File: src/rtl/mult_share_arb_pkg.sv
// Shared types and default sizing for the shared multiplier arbiter.
package mult_share_arb_pkg;

    localparam int DEF_NREQ  = 4;
    localparam int DEF_WIDTH = 4;

    typedef enum logic [1:0] {
        IDLE = 2'd0,
        RUN  = 2'd1,
        DONE = 2'd2
    } state_t;

endpackage

File: src/rtl/mult_share_arb_seq_core.sv
// Sequential shift-add multiplier datapath (module mult_seq_core): one product bit per cycle,
// LSB of the multiplier first, with a down-counter that flags the final step.
module mult_seq_core
    import mult_share_arb_pkg::*;
#(
    parameter int WIDTH = DEF_WIDTH
) (
    input  logic                 clk,
    input  logic                 rst,
    input  logic                 start,
    input  logic [WIDTH-1:0]     a,
    input  logic [WIDTH-1:0]     b,
    output logic [2*WIDTH-1:0]   prod,
    output logic                 done
);

    localparam int CW = (WIDTH > 1) ? $clog2(WIDTH) : 1;

    logic [2*WIDTH-1:0] acc;
    logic [2*WIDTH-1:0] a_sh;
    logic [WIDTH-1:0]   b_sh;
    logic [CW-1:0]      cnt;
    logic               run;
    logic [2*WIDTH-1:0] acc_next;

    // prod is the accumulator including the current step, so the last step is usable at once
    assign acc_next = acc + (b_sh[0] ? a_sh : '0);
    assign prod     = acc_next;
    assign done     = run && (cnt == '0);

    always_ff @(posedge clk or posedge rst) begin
        if (rst) begin
            acc  <= '0;
            a_sh <= '0;
            b_sh <= '0;
            cnt  <= '0;
            run  <= 1'b0;
        end else if (start) begin
            acc  <= '0;
            a_sh <= {{WIDTH{1'b0}}, a};
            b_sh <= b;
            cnt  <= CW'(WIDTH - 1);
            run  <= 1'b1;
        end else if (run) begin
            acc  <= acc_next;
            a_sh <= a_sh << 1;
            b_sh <= b_sh >> 1;
            cnt  <= cnt - 1'b1;
            if (cnt == '0) begin
                run <= 1'b0;
            end
        end
    end

endmodule

File: src/rtl/mult_share_arb.sv
// Round-robin arbiter sharing one sequential multiplier among NREQ requesters.
// Build option: MULT_ARB_PRIO0_EN gives requester 0 absolute priority over the others.
//
// state | meaning
// IDLE  | waiting for any req; winner captured on the next edge
// RUN   | WIDTH shift-add steps on the latched operands
// DONE  | res_valid high for one cycle, then back to IDLE
module mult_share_arb
    import mult_share_arb_pkg::*;
#(
    parameter int NREQ  = DEF_NREQ,
    parameter int WIDTH = DEF_WIDTH
) (
    input  logic                     clk,
    input  logic                     rst,
    input  logic [NREQ-1:0]          req,
    input  logic [NREQ*WIDTH-1:0]    a_in,
    input  logic [NREQ*WIDTH-1:0]    b_in,
    output logic [NREQ-1:0]          gnt,
    output logic                     busy,
    output logic                     res_valid,
    output logic [2*WIDTH-1:0]       res_data,
    output logic [$clog2(NREQ)-1:0]  res_id
);

    localparam int IW = $clog2(NREQ);

    state_t             state;
    state_t             state_nxt;
    logic [IW-1:0]      ptr;
    logic [IW-1:0]      id_q;
    logic [NREQ-1:0]    req_rr;
    logic [IW-1:0]      hi_idx;
    logic [IW-1:0]      lo_idx;
    logic               hi_found;
    logic [IW-1:0]      win_idx;
    logic               start;
    logic [WIDTH-1:0]   a_sel;
    logic [WIDTH-1:0]   b_sel;
    logic [2*WIDTH-1:0] core_prod;
    logic               core_done;

    // Rotating search: lowest index above ptr wins, else lowest index at or below ptr.
    always_comb begin
        req_rr   = req;
`ifdef MULT_ARB_PRIO0_EN
        req_rr[0] = 1'b0;
`endif
        hi_found = 1'b0;
        hi_idx   = '0;
        lo_idx   = '0;
        for (int i = NREQ - 1; i >= 0; i--) begin
            if (req_rr[i]) begin
                if (IW'(i) > ptr) begin
                    hi_found = 1'b1;
                    hi_idx   = IW'(i);
                end else begin
                    lo_idx = IW'(i);
                end
            end
        end
        win_idx = hi_found ? hi_idx : lo_idx;
`ifdef MULT_ARB_PRIO0_EN
        if (req[0]) begin
            win_idx = '0;
        end
`endif
    end

    always_comb begin
        a_sel = '0;
        b_sel = '0;
        for (int i = 0; i < NREQ; i++) begin
            if (win_idx == IW'(i)) begin
                a_sel = a_in[i*WIDTH +: WIDTH];
                b_sel = b_in[i*WIDTH +: WIDTH];
            end
        end
    end

    assign start = (state == IDLE) && (|req);

    always_ff @(posedge clk or posedge rst) begin
        if (rst) begin
            state <= IDLE;
        end else begin
            state <= state_nxt;
        end
    end

    always_comb begin
        state_nxt = state;
        case (state)
            IDLE:    if (start)     state_nxt = RUN;
            RUN:     if (core_done) state_nxt = DONE;
            DONE:                   state_nxt = IDLE;
            default:                state_nxt = IDLE;
        endcase
    end

    always_comb begin
        busy      = (state != IDLE);
        res_valid = (state == DONE);
    end

    always_ff @(posedge clk or posedge rst) begin
        if (rst) begin
            gnt      <= '0;
            ptr      <= IW'(NREQ - 1);
            id_q     <= '0;
            res_data <= '0;
            res_id   <= '0;
        end else begin
            gnt <= '0;
            if (start) begin
                gnt  <= NREQ'(1) << win_idx;
                id_q <= win_idx;
`ifdef MULT_ARB_PRIO0_EN
                // Requester 0 wins outside the rotation, so it must not disturb the pointer.
                if (win_idx != '0) begin
                    ptr <= win_idx;
                end
`else
                ptr <= win_idx;
`endif
            end
            if ((state == RUN) && core_done) begin
                res_data <= core_prod;
                res_id   <= id_q;
            end
        end
    end

    mult_seq_core #(
        .WIDTH (WIDTH)
    ) u_core (
        .clk   (clk),
        .rst   (rst),
        .start (start),
        .a     (a_sel),
        .b     (b_sel),
        .prod  (core_prod),
        .done  (core_done)
    );

endmodule

File: config.mk
export PLATFORM = sky130hd
export DESIGN_NAME = mult_share_arb
export DESIGN_NICKNAME = d
export VERILOG_FILES = /design/src/rtl/mult_share_arb_pkg.sv /design/src/rtl/mult_share_arb_seq_core.sv /design/src/rtl/mult_share_arb.sv
export SDC_FILE = /design/constraint.sdc
export NUM_CORES = 1
export LEC_CHECK = 0
export BUFFER_PORTS_ARGS = -buffer_cell sky130_fd_sc_hd__buf_2
export CORE_MARGIN = 3
export CORE_UTILIZATION = 45
export CTS_CLUSTER_DIAMETER = 60
export CTS_CLUSTER_SIZE = 10
export DETAILED_ROUTE_END_ITERATION = 8
export PLACE_DENSITY = 0.68
export SYNTH_ARGS = -nofsm -noshare
export SYNTH_HDL_FRONTEND = slang
export SYNTH_SLANG_ARGS = --single-unit
File: constraint.sdc
create_clock -name clk -period 4 [get_ports clk]
set_clock_uncertainty 0.15 [all_clocks]
set_input_delay 0.4 -clock clk [delete_from_list [all_inputs] [get_ports clk]]
set_output_delay 0.4 -clock clk [all_outputs]
set_load 0.1 [all_outputs]
After elaboration in Yosys (flattened, before gate mapping)

Cells that the tools add are included.

Bits in read-only memories: 0
Input port bits: 38
RAM bits: 0
Register bits: 43
Output and inout bits: 16
Memories kept: 0
Latch bits: 0

Bitwise logic cells: 0
Add/subtract/negate cells: 2
$mul: 0
Div/mod/pow operators: 0
Reductions and logical operators: 10
Multiplexer cells: 49
Equal/unequal tests: 7
Shifts and indexed selects: 1
Magnitude comparators: 4

Operators with widths:

| operator              | number |
|---|---|
| $mux W4               | 11 |
| $mux W2               | 21 |
| $mux W8               | 5 |
| $mux W1               | 11 |
| $add A8 B8 Y8         | 1 |
| $eq A2 B2 Y1 const B  | 3 |
| $logic_not A2 Y1      | 3 |
| $eq A2 B1 Y1 const B  | 2 |
| $gt A1 B2 Y1 const A  | 2 |
| $gt A2 B2 Y1 const A  | 2 |
| $ne A2 B2 Y1 const B  | 2 |
| $pmux W2 S2           | 1 |
| $reduce_bool A2 Y1    | 2 |
| $reduce_or A4 Y1      | 1 |
| $shl A1 B2 Y4 const A | 1 |
| $logic_and A1 B1 Y1   | 3 |
| $reduce_and A2 Y1     | 1 |
| $sub A2 B1 Y2 const B | 1 |

Depth between registers and ports, before layout

Gate-level depths: netlist of run 1.

Depth in word-level cells: 16
Gate-level depth with buffers: 9
Mapped depth without buffers: 9

Modules after synthesis

A second synthesis of run 1 with hierarchy kept.

Cells, all modules: 281
Area total of the unflattened synthesis: 2519.9 um^2

Modules (own cells, without submodules):

| module         | instances | area an instance (um^2) | cells each | seq. area each (um^2) |
|---|---|---|---|---|
| mult_seq_core  | 1         | 1347.5                  | 139        | 575.6 |
| mult_share_arb | 1         | 1172.4                  | 142        | 503.0 |

Least setup slack after synthesis of run 1

Ideal clock, no wire load.

Path type: reg2out
Start: register state[0]
End: output res_valid
Setup slack: 1724 ps
Cell stages (with the launch flop): 2
Buffers on the path: 0
Data arrival time: 1726 ps
Path through: dfrtp_1 nor2b_1

Longest elaborated chain between the ends: 1

RTL lines:

| element                | line                  | RTL |
|---|---|---|
| from (decl)            | mult_share_arb.sv:28  | `state_t state;` |
| from (signal assigned) | mult_share_arb.sv:87  | `state <= state_nxt;` |
| $eq A2 B2 Y1           | mult_share_arb.sv:103 | `res_valid = (state == DONE);` |
| to (decl)              | mult_share_arb.sv:21  | `output logic res_valid,` |

No other way between the ends.

Final worst setup path of run 1

Start: register u_core.run
End: register res_data[6]

Longest elaborated chain between the ends: 2

RTL lines:

| element                | line                          | RTL |
|---|---|---|
| from (decl)            | mult_share_arb_seq_core.sv:23 | `logic run;` |
| from (signal assigned) | mult_share_arb_seq_core.sv:37 | `run <= 1'b0;` |
| from (signal assigned) | mult_share_arb_seq_core.sv:43 | `run <= 1'b1;` |
| from (signal assigned) | mult_share_arb_seq_core.sv:50 | `run <= 1'b0;` |
| $logic_and A1 B1 Y1    | mult_share_arb_seq_core.sv:29 | `assign done = run && (cnt == '0);` |
| $logic_and A1 B1 Y1    | mult_share_arb.sv:127         | `if ((state == RUN) && core_done) begin` |
| to (signal assigned)   | mult_share_arb.sv:128         | `res_data <= core_prod;` |
| to (decl)              | mult_share_arb.sv:22          | `output logic [2*WIDTH-1:0] res_data,` |

No other way between the ends.
A chain may end at the register's enable or synchronous reset.

==> results of run 1 <==
-- cell type report --
class | instances | area (um2) | share of cell area
clock inverters | 3 | 67.56 | 0.02307
multi-input cells | 201 | 1286 | 0.4391
clock buffers | 5 | 68.82 | 0.02349
inverters | 16 | 60.06 | 0.02050
well taps | 70 | 87.58 | 0.02990
flip-flops and latches | 43 | 1079 | 0.3682
repair buffers | 55 | 280.3 | 0.09569
-- power by group --
group	internal [uW]	switching, uW
clock network	249	155
registers	615	153
logic	399	901
-- per-layer routing --
metal | share of wire | GRT usage
met5 | 0 | 0
met4 | 0.014 | 0.06419
met3 | 0.044 | 0.04260
met2 | 0.45 | 0.2964
met1 | 0.49 | 0.2571
-- flip-flops by register name, indices dropped and copies added (netlist names), 4 cells and up --
name and count:
res_data 8, u_core.a_sh 8, u_core.b_sh 4, gnt 4, u_core.acc 8
-- logic make-up (layout without fill, tap and decap cells) --
group | Yosys count | in the layout | share of synthesized area
and+or+nand+nor | 100 | 100 | 0.2000
adders and majority gates | 9 | 9 | 0.04824
xor gates and xnor gates | 6 | 6 | 0.02111
DFF | 43 | 43 | 0.4332
AOI/OAI and AO/OA | 72 | 72 | 0.1910
buffers and inverters | 28 | 79 | 0.05025
muxes | 14 | 14 | 0.05628
-- final timing paths --
path | start | end | slack (ns)
setup / recovery | u_core.run$_DFF_PP0_ | res_data[6]$_DFFE_PP0P_ | 1.51
hold / removal | rst | res_id[1]$_DFFE_PP0P_ | 0.07
setup reg to reg | u_core.run$_DFF_PP0_ | res_data[6]$_DFFE_PP0P_ | 1.51
hold reg to reg | res_data[1]$_DFFE_PP0P_ | res_data[1]$_DFFE_PP0P_ | 0.33
max in group asynchronous | rst | u_core.a_sh[6]$_DFFE_PP0P_ | 3.25
min in group clk | a_in[13] | u_core.a_sh[1]$_DFFE_PP0P_ | 0.27
-- per-stage QoR --
| step | cell area [um2] | power, uW | std cells |
|---|---|---|---|
| after floorplan | 2490 | 1831 | 272 |
| after global placement | 2793 | 2063 | 385 |
| after detailed placement | 2793 | 2080 | 385 |
| after CTS | 2929 | 2489 | 393 |
| after global routing | 2929 | 2655 | 393 |
| final | 2929 | 2471 | 393 |
-- synth_stat cells, types with 4 or more instances --
cell type,count,area share
o21a_1,9,0.027
nor3_1,5,0.010
o221ai_1,7,0.025
o211ai_1,4,0.012
o21ai_0,20,0.040
o22ai_1,8,0.020
and2_1,9,0.023
and3_1,8,0.020
ha_1,8,0.040
inv_1,16,0.024
dfrtp_1,41,0.41
clkbuf_1,5,0.0075
nor2_1,17,0.026
nand2_1,37,0.056
nand3_1,7,0.014
nor2b_1,7,0.018
a21oi_1,6,0.012
mux2i_1,14,0.056
-- worst register-to-register path: cells and delay by family, from the launching register on --
kind	cells	cell delay, ns
multiplexers	1	0.20
AND/OR/NAND/NOR	1	0.66
AO/OA/AOI/OAI	1	0.09
buffers and inverters	1	0.35
flip-flops	1	0.91
==> impl_metrics.json, run 1 <==
{
  "status": "complete, no violations",
  "cp_slowest_cell": "dfrtp_1",
  "ff2ff_path_depth": 4,
  "final_common_cell": "buf_2",
  "max_freq_ghz": 0.4011,
  "rsz0062_at_grt": "no",
  "fin_crit_sh": 0.6233,
  "synth-seq-cells": 43,
  "drv_cap": 0,
  "ys.flop_type": "dfrtp_1",
  "slowest_delay_ns": 0.91,
  "relSlewSlack": 0.4234,
  "hold_buffers": 0,
  "rows": 26,
  "cp-end-kind": "register",
  "drive_gt1_frac": 0.2136,
  "nFillCells": 470,
  "ys.warnings.count": 0,
  "cts_inserted_buffers": 5,
  "place_ws_ns": 1.463,
  "fin_crit_ns": 2.493,
  "core_region_area_um2": 5238,
  "port_buffers": 53,
  "nNetsFinal": 369,
  "final_core_util": 0.5592,
  "drt-vias-per-instance": 5.384,
  "cts_root_buf": "clkbuf_8",
  "grt_max_degree": 44,
  "drc": 0,
  "post_cts_buffers": 0,
  "mostFrequentLayoutCells": "buf_2 (53), dfrtp_1 (41), nand2_1 (37)",
  "cts_buffer_depth": 2,
  "hold_viol": 0,
  "finalMaxSlewViolations": 0,
  "leakage_uw": 0.001478,
  "ios": 54,
  "crit_required_ns": 4.01,
  "cts_resized": 0,
  "critPathLaunchType": "register",
  "grt_pass1_vias": 2025,
  "clock_latency_ns": 0.30,
  "clock_sinks": 43,
  "crit_arrival_ns": 2.51,
  "gp_congestion": 0.7845,
  "syn_nets": 319,
  "seq_area_frac_synth": 0.4332,
  "antenna_found_initial": 0,
  "synth_edf_count": 0,
  "cts_tree": "yes",
  "async_flop_share": 1.000,
  "areaGrowthSynthToFinish_pct": 17.64,
  "grt_pass1_wl_um": 9535,
  "drtIter0Drc": 141,
  "start_util": 0.4754,
  "antenna_cells": 0,
  "setup_slack_ns": 1.507,
  "cts.clk_slew.worst_paths_ns": 0.08,
  "path_cells": "nand4b_1 -> inv_1 -> mux2i_1 -> o21ai_0",
  "whs_ns": 0.07069,
  "worst_pin_slew_ns": 0.8649,
  "critPathBufInv": 1,
  "power_density_nw_per_um2": 843.7,
  "tns_ns": 0,
  "htreeDepth": 2,
  "syn_inst": 272,
  "synth.distinct_cells": 47,
  "syn-cell-area_um2": 2490,
  "routed_wl_um": 5549,
  "die_y_um": 80.39,
  "grt_overflow_total": 0,
  "firstDrtPassIters": 4,
  "wl_per_cell_um": 14.12,
  "vias": 2116,
  "grt.total_usage": 0.1891,
  "critPathMaxFanout": 21,
  "place_hpwl_um": 4086,
  "setup_viol": 0,
  "vdd_drop_max_uv": 354.9,
  "die_w_um": 80.39,
  "crit_cells": 4,
  "synth.avg_cell_area_um2": 9.154,
  "hold_path.class": "input pin to async pin",
  "postRouteAntennaNets": 0,
  "critical-path-top-delay-family": "flip-flops",
  "dieArea_um2": 6462,
  "worst-setup-path-type": "register to register"
}
No activity file was read; power rests on OpenSTA's default activity.
==> inputs of run 2 (changes only) <==
Clock period 4 ns to 2.5 ns, I/O delays scaled along.
==> run 2 against run 1 <==
Compared with the run above:
- routed wire length down 1.7%
- total power up 52%
- sequential power up 54%
- die area is the same
- design area down 0.43%
- clock-buffer cell count up 2
- first-iteration DRC count is 7.1% lower
- register-to-register slack worse by 1.3 ns
- critical path depth rose by 5
- largest cell class unchanged
==> impl_metrics.json, run 2 (synthesis gave the netlist of run 1 again) <==
{
  "status": "complete, no violations",
  "power.total_uw": 3764,
  "firstDrtPassIters": 4,
  "finalMaxSlewViolations": 0,
  "crit_required_ns": 2.53,
  "cts_root_buf": "clkbuf_8",
  "setup_viol": 0,
  "ios": 54,
  "place_ws_ns": 0.2100,
  "ff2ff_path_depth": 9,
  "postRouteAntennaNets": 0,
  "cts.clk_slew.worst_paths_ns": 0.08,
  "cp-end-kind": "register",
  "drc": 0,
  "htreeDepth": 2,
  "worst_pin_slew_ns": 0.5363,
  "dp.cells": 389,
  "crit_arrival_ns": 2.34,
  "port_buffers": 53,
  "wl_per_cell_um": 13.70,
  "layoutNonFillerInstCount": 398,
  "drv_cap": 0,
  "grt_pass1_vias": 2014,
  "drtIter0Drc": 131,
  "grt.total_usage": 0.1867,
  "mostFrequentLayoutCells": "buf_2 (53), dfrtp_1 (41), nand2_1 (37)",
  "relSlewSlack": 0.6425,
  "final_core_util": 0.5569,
  "routed_wl_um": 5454,
  "timing.rr.start": "u_core.b_sh[0]$_DFFE_PP0P_",
  "antenna_found_initial": 0,
  "slowest_delay_ns": 0.47,
  "hold_viol": 0,
  "critPathMaxFanout": 9,
  "grt_pass1_wl_um": 9418,
  "setup_slack_ns": 0.1890,
  "die_w_um": 80.39,
  "antenna_cells": 0,
  "fin_crit_ns": 2.311,
  "crit_start": "u_core.b_sh[0]$_DFFE_PP0P_",
  "rows": 26,
  "critPathLaunchType": "register",
  "final_common_cell": "buf_2",
  "cts_inserted_buffers": 5,
  "core_region_area_um2": 5238,
  "drive_gt1_frac": 0.2165,
  "die_y_um": 80.39,
  "path_cells": "and2_1 -> ha_1 -> inv_1 -> fa_1 -> nor2b_1 -> o21a_1 -> o21a_1 -> o31ai_1 -> and2_1",
  "clock_latency_ns": 0.30,
  "hold_path.class": "input pin to register",
  "areaGrowthSynthToFinish_pct": 17.14,
  "hp-start": "b_in[14]",
  "vias": 2101,
  "rsz0062_at_grt": "no",
  "r2r_setup_slack_ns": 0.19,
  "cts_buffer_depth": 2,
  "grt_max_degree": 44,
  "r2r-end": "u_core.acc[4]$_DFFE_PP0P_",
  "drt-vias-per-instance": 5.279,
  "top_regs": "res_data (8), u_core.a_sh (8), u_core.acc (8)",
  "clock_sinks": 43,
  "power_density_nw_per_um2": 1291,
  "nNetsFinal": 374,
  "worst-setup-path-type": "register to register",
  "dieArea_um2": 6462,
  "max_freq_ghz": 0.4327,
  "place_hpwl_um": 4132,
  "start_util": 0.4754,
  "cp-endpoint": "u_core.acc[4]$_DFFE_PP0P_",
  "fin_crit_sh": 0.9244,
  "cts_resized": 0,
  "gp_congestion": 0.8729,
  "leakage_uw": 0.001475,
  "tns_ns": 0,
  "grt_overflow_total": 0,
  "vdd_drop_max_uv": 579.5,
  "cp_slowest_cell": "dfrtp_1",
  "nFillCells": 513,
  "cts_tree": "yes"
}
-- run 2: worst max-delay path: cells and delay by family (launching register included) --
| kind | cells | cell delay (ns) |
|---|---|---|
| AND/OR/NAND/NOR | 3 | 0.47 |
| AO/OA/AOI/OAI | 3 | 0.48 |
| flip-flops | 1 | 0.47 |
| buffers and inverters | 1 | 0.06 |
| adder cells (fa/ha/maj) | 2 | 0.57 |
-- run 2: worst min-delay path by stage --
stage | slack [ns] | cells past startpoint | to
2_1_floorplan | 0.29 | 2 | res_id[1]$_DFFE_PP0P_
3_3_place_gp | 0.26 | 3 | res_data[1]$_DFFE_PP0P_
3_5_place_dp | 0.27 | 3 | res_data[1]$_DFFE_PP0P_
4_1_cts | 0.11 | 3 | u_core.b_sh[2]$_DFFE_PP0P_
5_1_grt | 0.12 | 3 | u_core.b_sh[1]$_DFFE_PP0P_
6_report | 0.13 | 3 | u_core.b_sh[2]$_DFFE_PP0P_
-- run 2: power by group --
| part | internal, uW | switching, uW | total [uW] | leakage [uW] |
|---|---|---|---|---|
| Combinational | 669 | 1490 | 2160 | 0.000889 |
| Clock | 198 | 228 | 426 | 0.0000385 |
| Sequential | 985 | 198 | 1180 | 0.000548 |
| Total | 1850 | 1910 | 3760 | 0.00147 |
-- run 2: what timing repair did --
action | in CTS | in global routing
hold buffers | 1 | 0
endpoints found under the hold margin | 41 | 0
buffers inserted | 0 | 0
-- run 2: area by class of cell --
type	count	area (um2)	share of cell area
Inverter	16	60.06	0.02059
Sequential cell	43	1079	0.3698
Timing Repair Buffer	60	320.3	0.1098
Multi-Input combinational cell	201	1286	0.4410
Clock inverter	1	7.507	0.002574
Tap cell	70	87.58	0.03003
Clock buffer	7	76.32	0.02617
-- run 2: stage by stage --
| step | hold slack [ns] | cell area, um2 |
|---|---|---|
| after floorplan | 0.2886 | 2490 |
| after global placement | 0.2644 | 2823 |
| after detailed placement | 0.2650 | 2823 |
| after CTS | 0.1135 | 2917 |
| after global routing | 0.1219 | 2917 |
| final | 0.1320 | 2917 |
-- run 2: metal layers --
metal	share of wire	GRT usage	routed length (um)	vias up
li1	-	-	-	1071
met1	0.48	0.2502	2627	959
met2	0.44	0.2947	2413	60
met3	0.055	0.03924	299	11
met4	0.021	0.07264	114	0
met5	0	0	0	-
==> inputs of run 3 (changes only) <==
Settings changed: PLACE_DENSITY 0.68 to 0.71.
Clock period 2.5 ns to 2.07 ns, I/O delays scaled along.
==> run 3 against run 2 <==
Compared with the run above:
- clock power up 29%
- combinational power increased by 36%
- sequential share of layout area is 2.7 points lower
- cell count rose by 3.3%
- via count up 5.9%
- die area did not move
- largest cell class unchanged
- sequential power rose by 22%
- register-to-register slack worse by 0.33 ns
- core utilization rose by 4.3 points
- global-route usage is 0.076 points lower
- design area increased by 7.8%
- the flow now finishes with violations (setup timing)
==> impl_metrics.json, run 3 (synthesis gave the netlist of run 1 again) <==
{
  "rows": 26,
  "timing.rr.start": "u_core.b_sh[0]$_DFFE_PP0P_",
  "clock_latency_ns": 0.30,
  "top_regs": "res_data (8), u_core.a_sh (8), u_core.acc (8)",
  "clock_sinks": 43,
  "cts_inserted_buffers": 5,
  "vdd_drop_max_uv": 707.4,
  "die_w_um": 80.39,
  "min_to": "u_core.b_sh[3]$_DFFE_PP0P_",
  "nNetsFinal": 387,
  "ff2ff_path_depth": 9,
  "cts_tree": "yes",
  "hp-start": "b_in[15]",
  "antenna_cells": 0,
  "dp.cells": 398,
  "fin_crit_ns": 2.208,
  "grt.total_usage": 0.1860,
  "hold_depth": 3,
  "internal_power_uw": 2482,
  "core_region_area_um2": 5238,
  "violations": "setup timing",
  "hold_path.class": "input pin to register",
  "cts_buffer_depth": 2,
  "r2r_setup_slack_ns": -0.14,
  "vias": 2224,
  "port_buffers": 53,
  "cp-end-kind": "register",
  "areaGrowthSynthToFinish_pct": 26.23,
  "critPathMaxFanout": 5,
  "hold_viol": 0,
  "grt_overflow_total": 0,
  "antenna_found_initial": 0,
  "grt_pass1_wl_um": 9487,
  "swShare": 0.4968,
  "max_freq_ghz": 0.4528,
  "worst_pin_slew_ns": 0.5188,
  "wl_per_cell_um": 14.34,
  "mostFrequentLayoutCells": "buf_2 (53), dfrtp_1 (41), nand2_1 (35)",
  "drt-vias-per-instance": 5.411,
  "power_switching_uw": 2450,
  "setup_viol": 6,
  "die_y_um": 80.39,
  "power_density_nw_per_um2": 1569,
  "grt_pass1_vias": 2071,
  "critPathLaunchType": "register",
  "layoutNonFillerInstCount": 411,
  "grt_max_degree": 44,
  "cts_root_buf": "clkbuf_8",
  "finalMaxSlewViolations": 0,
  "drv_cap": 0,
  "postRouteAntennaNets": 0,
  "drc": 0,
  "setup_slack_ns": -0.1385,
  "start_util": 0.4754,
  "routed_wl_um": 5894,
  "cts.clk_slew.worst_paths_ns": 0.08,
  "crit_arrival_ns": 2.23,
  "leakage_uw": 0.001558,
  "worst-setup-path-type": "register to register",
  "ios": 54,
  "crit_required_ns": 2.09,
  "htreeDepth": 2,
  "final_common_cell": "buf_2",
  "gp_congestion": 0.8290,
  "drtIter0Drc": 142,
  "nFillCells": 439,
  "firstDrtPassIters": 4,
  "clkPwrFrac": 0.111,
  "r2r-end": "u_core.acc[6]$_DFFE_PP0P_",
  "place_ws_ns": -0.07750,
  "status": "finished, violations left",
  "seqPwrFrac": 0.293,
  "relSlewSlack": 0.6541,
  "drive_gt1_frac": 0.3050,
  "combinationalPowerShare": 0.596,
  "place_hpwl_um": 4162,
  "fin_crit_sh": 1.067,
  "dieArea_um2": 6462,
  "rsz0062_at_grt": "yes"
}
run 3: cell types whose count changed in the layout (fill, tap and decap cells not counted), moves of 2 or more:
cell / previous run / this run
buf_4: 6 / 17
ha_1: 8 / 2
o21ai_0: 20 / 15
ha_4: 0 / 4
o21ai_1: 2 / 6
ha_2: 0 / 2
nand2_1: 37 / 35
nor2b_1: 7 / 5
nor2b_2: 0 / 2
nor3_1: 5 / 3
nor3_2: 0 / 2
run 3: worst max-delay path, cell delays in order (launching register included):
cell,delay [ns]
dfrtp_1,0.40
and2_1,0.15
ha_2,0.19
inv_2,0.04
fa_2,0.35
nor2b_2,0.14
o21a_1,0.19
o21a_1,0.24
o21a_1,0.14
o211ai_1,0.09
run 3: worst max-delay path by stage:
stage / start / endpoint / depth (start not counted)
floorplan: u_core.b_sh[0]$_DFFE_PP0P_ / u_core.acc[4]$_DFFE_PP0P_ / 9
global placement: u_core.b_sh[0]$_DFFE_PP0P_ / u_core.acc[4]$_DFFE_PP0P_ / 9
detailed placement: u_core.b_sh[0]$_DFFE_PP0P_ / u_core.acc[4]$_DFFE_PP0P_ / 9
CTS: u_core.b_sh[0]$_DFFE_PP0P_ / u_core.acc[6]$_DFFE_PP0P_ / 9
global route: u_core.b_sh[0]$_DFFE_PP0P_ / u_core.acc[6]$_DFFE_PP0P_ / 9
finish: u_core.b_sh[0]$_DFFE_PP0P_ / u_core.acc[6]$_DFFE_PP0P_ / 9
run 3: cell type report:
type,count,area [um2],area share
repair buffers,73,434.2,0.1381
multi-input cells,201,1391,0.4427
inverters,16,60.06,0.01911
well taps,70,87.58,0.02787
clock inverters,1,5.005,0.001592
clock buffers,7,86.33,0.02747
flip-flops and latches,43,1079,0.3432
run 3: stage by stage:
step	hold slack [ns]	total power [uW]	instance area, um2	util	setup TNS, ns
after global placement	0.2205	4109	2905	0.5547	0
final	0.08530	4932	3143	0.6001	-0.5087
after global routing	0.1028	5263	3143	0.6001	-1.432
after CTS	0.07795	4724	3027	0.5779	-0.2814
after floorplan	0.2814	3541	2492	-	0
after detailed placement	0.2221	4158	2905	0.5547	-0.1902
run 3: layer usage:
metal  routed length, um  up-vias  part of all wire  track usage
li1                    -     1096                 -            -
met1                2648     1036              0.45       0.2422
met2                2795       79              0.47       0.3088
met3                 343       13             0.058      0.03924
met4                 106        0             0.018      0.05743
met5                   0        -                 0            0
run 3: repair_timing:
action,CTS,global route
buffers inserted,1,3
hold buffers,1,0
gates resized for setup,5,20
hold endpoints to repair,41,0
pin swaps,6,11
setup endpoints to repair,4,9
run 3: power groups by stage:
stage                     clock network (uW)  logic [uW]  registers (uW)
final                                    550        2940            1440
after global routing                     601        3180            1490
after CTS                                555        2750            1420
after detailed placement                   0        2720            1430
after global placement                     0        2690            1420
after floorplan                            0        1470            2070
